==> src/rtl/sram_read_arbiter_pkg.sv <==
// Shared definitions for the SRAM read arbiter: FSM state encoding and
// the default address/data widths used by the CPU-side voice fetchers.
package sram_read_arbiter_pkg;

  localparam int unsigned SRAM_ADDR_W = 18;
  localparam int unsigned SRAM_DATA_W = 16;

  typedef enum logic [1:0] {
    IDLE    = 2'd0,
    ADDR    = 2'd1,
    CAPTURE = 2'd2
  } arb_state_e;

endpackage

==> src/rtl/sram_read_arbiter_rr_arbiter2.sv <==
// Two-way grant logic with a round-robin priority pointer.
// Define SRAM_ARB_FIXED_PRI_EN to drop the pointer: requester 0 always wins ties.
module rr_arbiter2 (
  input  logic       i_clk,
  input  logic       i_rst_n,
  input  logic       i_en,
  input  logic [1:0] i_req,
  output logic [1:0] o_gnt
);

`ifdef SRAM_ARB_FIXED_PRI_EN
  logic w_unused_clk_rst;
  assign w_unused_clk_rst = i_clk ^ i_rst_n;

  always_comb begin
    o_gnt = '0;
    if (i_en) begin
      if (i_req[0])      o_gnt = 2'b01;
      else if (i_req[1]) o_gnt = 2'b10;
    end
  end
`else
  logic r_ptr;  // 1: requester 1 wins the next tie

  always_comb begin
    o_gnt = '0;
    if (i_en) begin
      unique case (i_req)
        2'b01:   o_gnt = 2'b01;
        2'b10:   o_gnt = 2'b10;
        2'b11:   o_gnt = r_ptr ? 2'b10 : 2'b01;
        default: o_gnt = '0;
      endcase
    end
  end

  always_ff @(posedge i_clk or negedge i_rst_n) begin
    if (!i_rst_n)
      r_ptr <= 1'b0;
    else if (|o_gnt)
      r_ptr <= o_gnt[0];
  end
`endif

endmodule

==> src/rtl/sram_read_arbiter.sv <==
// Shares one asynchronous SRAM between two read-only voice fetchers.
// Arbitration mode selected by SRAM_ARB_FIXED_PRI_EN inside rr_arbiter2.
module sram_read_arbiter
  import sram_read_arbiter_pkg::*;
#(
  parameter int unsigned ADDR_W      = SRAM_ADDR_W,
  parameter int unsigned DATA_W      = SRAM_DATA_W,
  parameter int unsigned WAIT_CYCLES = 2
) (
  input  logic              CLK,
  input  logic              RST_N,
  input  logic              REQ0,
  input  logic              REQ1,
  input  logic [ADDR_W-1:0] ADDR0,
  input  logic [ADDR_W-1:0] ADDR1,
  output logic              GNT0,
  output logic              GNT1,
  output logic              VALID0,
  output logic              VALID1,
  output logic [DATA_W-1:0] DATA0,
  output logic [DATA_W-1:0] DATA1,
  output logic [ADDR_W-1:0] SRAM_A,
  input  logic [DATA_W-1:0] SRAM_D,
  output logic              SRAM_CE,
  output logic              SRAM_OE,
  output logic              SRAM_LB,
  output logic              SRAM_UB,
  output logic              SRAM_WE,
  output logic              BUSY
);

  localparam logic [3:0] WAIT_LAST = 4'(WAIT_CYCLES - 1);

  arb_state_e        r_state;
  arb_state_e        w_next;
  logic [3:0]        r_wait;
  logic              r_owner;
  logic [ADDR_W-1:0] r_sram_a;
  logic [DATA_W-1:0] r_data0;
  logic [DATA_W-1:0] r_data1;
  logic [1:0]        r_valid;
  logic [1:0]        w_gnt;
  logic              w_arb_en;
  logic              w_busy;

  // Grants are combinational in IDLE; gating with RST_N keeps them low in reset.
  assign w_arb_en = (r_state == IDLE) && RST_N;

  rr_arbiter2 u_arb (
    .i_clk   (CLK),
    .i_rst_n (RST_N),
    .i_en    (w_arb_en),
    .i_req   ({REQ1, REQ0}),
    .o_gnt   (w_gnt)
  );

  always_ff @(posedge CLK or negedge RST_N) begin
    if (!RST_N)
      r_state <= IDLE;
    else
      r_state <= w_next;
  end

  always_comb begin
    w_next = r_state;
    w_busy = 1'b0;
    unique case (r_state)
      IDLE: begin
        if (|w_gnt) w_next = ADDR;
      end
      ADDR: begin
        w_busy = 1'b1;
        if (r_wait == WAIT_LAST) w_next = CAPTURE;
      end
      CAPTURE: begin
        w_busy = 1'b1;
        w_next = IDLE;
      end
      default: w_next = IDLE;
    endcase
  end

  always_ff @(posedge CLK or negedge RST_N) begin
    if (!RST_N) begin
      r_wait   <= '0;
      r_owner  <= 1'b0;
      r_sram_a <= '0;
      r_data0  <= '0;
      r_data1  <= '0;
      r_valid  <= '0;
    end else begin
      r_valid <= '0;
      unique case (r_state)
        IDLE: begin
          if (|w_gnt) begin
            r_wait   <= '0;
            r_owner  <= w_gnt[1];
            r_sram_a <= w_gnt[1] ? ADDR1 : ADDR0;
          end
        end
        ADDR: r_wait <= r_wait + 4'd1;
        CAPTURE: begin
          if (r_owner) begin
            r_data1    <= SRAM_D;
            r_valid[1] <= 1'b1;
          end else begin
            r_data0    <= SRAM_D;
            r_valid[0] <= 1'b1;
          end
        end
        default: ;
      endcase
    end
  end

  assign GNT0    = w_gnt[0];
  assign GNT1    = w_gnt[1];
  assign VALID0  = r_valid[0];
  assign VALID1  = r_valid[1];
  assign DATA0   = r_data0;
  assign DATA1   = r_data1;
  assign SRAM_A  = r_sram_a;
  assign BUSY    = w_busy;
  assign SRAM_CE = 1'b0;
  assign SRAM_OE = 1'b0;
  assign SRAM_LB = 1'b0;
  assign SRAM_UB = 1'b0;
  assign SRAM_WE = 1'b1;

endmodule

==> config.mk <==
export PLATFORM = sky130hd
export DESIGN_NAME = sram_read_arbiter
export DESIGN_NICKNAME = d
export VERILOG_FILES = /design/src/rtl/sram_read_arbiter_pkg.sv /design/src/rtl/sram_read_arbiter_rr_arbiter2.sv /design/src/rtl/sram_read_arbiter.sv
export SDC_FILE = /design/constraint.sdc
export NUM_CORES = 1
export LEC_CHECK = 0
export CORE_MARGIN = 1.5
export CORE_UTILIZATION = 25
export CTS_CLUSTER_DIAMETER = 150
export DETAILED_ROUTE_END_ITERATION = 16
export DONT_BUFFER_PORTS = 1
export PLACE_DENSITY_LB_ADDON = 0.15
export SLEW_MARGIN = 20
export SYNTH_ARGS = -nofsm -noshare
export SYNTH_HDL_FRONTEND = slang
export SYNTH_SLANG_ARGS = --single-unit
==> constraint.sdc <==
create_clock -name CLK -period 2.4 [get_ports CLK]
set_input_delay 0.36 -clock CLK [delete_from_list [all_inputs] [get_ports CLK]]
set_output_delay 0.36 -clock CLK [all_outputs]
set_load 0.005 [all_outputs]
== After elaboration in Yosys (flattened, before gate mapping) ==
Cells that the tools add are included.
Word-level totals
  flip-flop bits (word level): 60
  latch bits: 0
  bits in writable memories: 0
  bits in read-only memories: 0
  output and inout bits: 60
  memories kept: 0
Operators by class
  add/subtract/negate cells: 1
  multipliers: 0
  divide/modulo/power cells: 0
  order comparisons: 0
  equality and inequality tests: 8
  shift-type cells: 0
  mux-type cells: 13
  bitwise operators: 1
  reductions and logical operators: 10
Operators by type and width (count)
  18-bit two-way mux: 1
  2-bit two-way mux: 5
  2-bit AND reduction: 5
  4-bit one-hot mux with 2 select lines: 1
  2-bit equality test (second input constant): 3
  2-bit one-hot mux with 3 select lines: 1
  4-bit by 1-bit adder with 4-bit output (second input constant): 1
  2-bit by 1-bit equality test with 1-bit output (second input constant): 2
  4-bit by 1-bit equality test with 1-bit output (second input constant): 1
  4-bit two-way mux: 1
  2-bit one-hot mux with 2 select lines: 1
  2-bit OR reduction: 2
  1-bit two-way mux: 3
  2-bit zero test: 1
  2-bit by 1-bit inequality test with 1-bit output (second input constant): 1
  2-bit inequality test (second input constant): 1
  2-bit nonzero test: 1
  1-bit logical AND: 1
  1-bit NOT: 1

== Longest topological paths before layout ==
  word-level depth: 6
  gate-level depth with buffers: 8
  mapped depth without buffers: 5

== Modules after synthesis ==
A second synthesis with hierarchy kept.
Second synthesis, totals
  cell total of the unflattened synthesis: 209
  area, all modules: 2631.3 um2
By module, submodules not included
  sram_read_arbiter: times used 1, cells an instance 201, area each 2570.0 um2, sequential area each 1476.4 um2
  rr_arbiter2: times used 1, cells an instance 8, area each 61.3 um2, sequential area each 25.0 um2

== Least setup slack after synthesis ==
No wires, ideal clock.
  kind: register to register
  start point: reg r_state[0]
  end point: reg r_sram_a[10] (netlist: SRAM_A[10])
  setup time: 0.126 ns
  arrival: 1.646 ns
  data required time: 2.274 ns
  slack: 0.628 ns
  stages on the path, launching flop included: 9
  path buffers: 3
  cells stage by stage: dfrtp_1 > inv_1 > ha_1 > buf_4 > and2_4 > o21a_1 > buf_6 > buf_2 > a311o_1
Between the ends
  longest elaborated chain between the ends: 5
Ends and longest elaborated chain
  start: declaration: line sram_read_arbiter.sv:34  | arb_state_e r_state;
  start signal: assignment: line sram_read_arbiter.sv:61  | r_state <= w_next;
  2-bit zero test *: line sram_read_arbiter.sv:47, sram_read_arbiter.sv:93
  1-bit logical AND: line sram_read_arbiter.sv:47  | assign w_arb_en = (r_state == IDLE) && RST_N;
  2-bit two-way mux: line sram_read_arbiter_rr_arbiter2.sv:27  | if (i_en) begin
  2-bit OR reduction: line sram_read_arbiter.sv:95  | if (|w_gnt) begin
  2-bit AND reduction (no source line)
  end signal: assignment: line sram_read_arbiter.sv:98  | r_sram_a <= w_gnt[1] ? ADDR1 : ADDR0;
  end: declaration: line sram_read_arbiter.sv:38  | logic [ADDR_W-1:0] r_sram_a;
Every way passes the cells marked *; elsewhere a longest branch is shown, timed or not.
A chain may end at the register's enable or synchronous reset.

== Worst setup path in the final report ==
  start point: reg r_state[1]
  end point: out GNT1
Between the ends
  longest elaborated chain between the ends: 3
Ends and longest elaborated chain
  2-bit zero test: line sram_read_arbiter.sv:47
  1-bit logical AND: line sram_read_arbiter.sv:47
  2-bit two-way mux: line sram_read_arbiter_rr_arbiter2.sv:27
  end: declaration: line sram_read_arbiter.sv:17  | output logic GNT1,
Every way passes these cells.

==> reports/qor.yml <==
core-area_um2: 10500
final_hold_viol_count: 0
cp.arrival_ps: 1870
dpl_cell_area_um2: 2850
cp-end-kind: "output pin"
setup_viol: 0
synth-edff-count: 0
synth_top_family_by_area: "multiplexers"
fill_cells: 1087
holdCritStartpoint: "REQ1"
clock_tree.root_cell: "clkbuf_8"
synthTopCellsByCount: "dfrtp_1, mux2_2, a311o_1"
first_pass_iters: 2
rows: 37
power_density_nw_per_um2: 1330
synth_mux_area_share_pct: 14.0
gp_congestion: 0.707
clock_path_buffers: 2
met1_usage_pct: 12.6
syn_area_um2: 2730
grt-ovfl-total: 0
ys_async_sr_fraction_pct: 100
yosysMostFrequentCell: "dfrtp_1"
vias: 1683
routed_via_density: 4.73
cp_max_fo: 20
fin_worst_skew_ps: 12.0
fmax_mhz: 449
drv_slew: 0
syn_area_per_cell_um2: 12.9
antenna_left: 0
slew_headroom_pct: 50.3
insertion_delay_ps: 340
initial_core_util_pct: 26.1
grt_max_degree: 61
setup_tns_ps: 0
place_hpwl_um: 4340
drt_iter0_drc: 56
fin_nets: 279
grt_pass1_vias: 1890
clk_pin_slew_worst_paths_ps: 60
grt_use_total_pct: 11.8
synth_compound_area_share_pct: 10.2
ir_drop_v: 0.000495
ys_seq_area_share_pct: 55.0
utilization_pct: 29.7
diodes: 0
drive_gt1_share_pct: 27.7
grt_pass1_wl_um: 10200
yosys_warnings: 0
drc: 0
cts.sinks: 60
wl_per_cell_um: 18.5
worstMarginPinSlew_ps: 746
yosysUniqueCellTypes: 29
cts_made_buffers: 9
synth_area_leaders: "dfrtp_1, mux2_2, a311o_1"
post-synth-top-area-fraction_pct: 55.0
rr_endpoint: "SRAM_A[12]"
synth_simple_gate_area_share_pct: 12.2
use_met3_pct: 7.45
hold_class: "input pin to register"
post-route-min-period_ps: 2230
antenna_found_initial: 0
hold_depth: 1
setup.worst_path.class: "register to output pin"
area_delta_synth_final_pct: 13.7
synthAdderAreaFrac_pct: 3.21
die_h_um: 107
yosysTopAreaCell: "dfrtp_1"
worst_setup_path_start_kind: "register"
wl_um: 6600
r2r_start: "r_state[1]"
top_usage_layer: "met2"
syn_inst: 211
final_cell_area_um2: 3100
min_to: "u_arb.r_ptr"
met2_usage_pct: 18.9
cts_tree: "yes"
crit_required_ps: 2040
rsz0062_at_grt: "false"
reg2regPathDepth: 5
leakage_nw: 1.29
port_buffers: 0
dp_slack_ps: 311
die_area_um2: 11600
die_w_um: 107
synth-xor-area-share_pct: 0
drv_cap: 0
io_pins: 116
ctsHtreeMaxLevel: 3
synthFlopType: "dfrtp_1"
fin_ws_ps: 173
yosys_register_bits: 60
fin_total_pwr_mw: 4.11
r2r_slack_ps: 460
period_share_pct: 92.8
status: "completed"
-- report_power, final --
group / internal, mW / total [mW] / switching (mW)
registers: 1.53 / 1.92 / 0.395
clock network: 0.559 / 0.971 / 0.412
logic: 0.687 / 1.22 / 0.534
-- cells by family after synthesis --
group / after synthesis
muxes: 34
other: 2
DFF: 60
and+or+nand+nor: 50
adders and majority gates: 7
AOI/OAI and AO/OA: 32
buffers and inverters: 26
-- routing by layer --
layer / up-vias / wire length (um)
met2: 90 / 3040
met1: 829 / 2510
li1: 758 / -
met3: 6 / 971
met5: - / 0
met4: 0 / 77
-- worst max-delay path, cell delays in order, from the launching register on --
cell     delay, ps
dfrtp_1        400
inv_1          140
ha_2           290
nand3_2         90
or2_2          480
inv_1          140
-- layout by cell type (no fill, tap or decap), types with 2 or more instances in the layout --
cell        instances
clkinvlp_4          2
nand3_1             4
a21oi_1             2
dfrtp_1            60
nand2_1             2
and3_1              2
conb_1              5
mux2_2             34
and2_1             18
a311o_1            20
buf_4               6
clkbuf_8           12
ha_1                6
a2111oi_0           2
nor3b_1            18
inv_1               9
o21ai_0             3
-- sequential cells by signal, summed over array words and instances (netlist names) --
register     count
DATA0           16
DATA1           16
SRAM_A          18
r_owner          1
r_state          2
r_valid          2
r_wait           4
u_arb.r_ptr      1
-- area by class of cell --
type	count	area (um^2)	share of cell area [%]
flip-flops and latches	60	1500	48.4
multi-input cells	128	1100	35.6
well taps	136	170	5.48
clock buffers	12	165	5.32
repair buffers	8	82.6	2.66
clock inverters	3	45.0	1.45
inverters	9	33.8	1.09
-- metrics by stage --
stage,hold WS [ps],cells
after global placement,66.9,339
after CTS,115,356
after global routing,116,356
after floorplan,64.4,214
after detailed placement,66.9,339
final,127,356
-- worst max-delay path by stage --
stage	endpoint	startpoint
after CTS	GNT1	r_state[1]
after floorplan	SRAM_A[10]	r_state[0]
after global placement	GNT1	r_state[0]
after global routing	GNT1	r_state[1]
final	GNT1	r_state[1]
after detailed placement	SRAM_A[0]	r_state[1]
-- what timing repair did --
action | CTS | global route
setup endpoints to repair | 1 | 1
buffers inserted | 0 | 0
gates cloned | 0 | 0
hold buffers | 2 | 0
hold endpoints to repair | 60 | 0
resized for setup | 1 | 1
(Power assumes the default switching activity.)
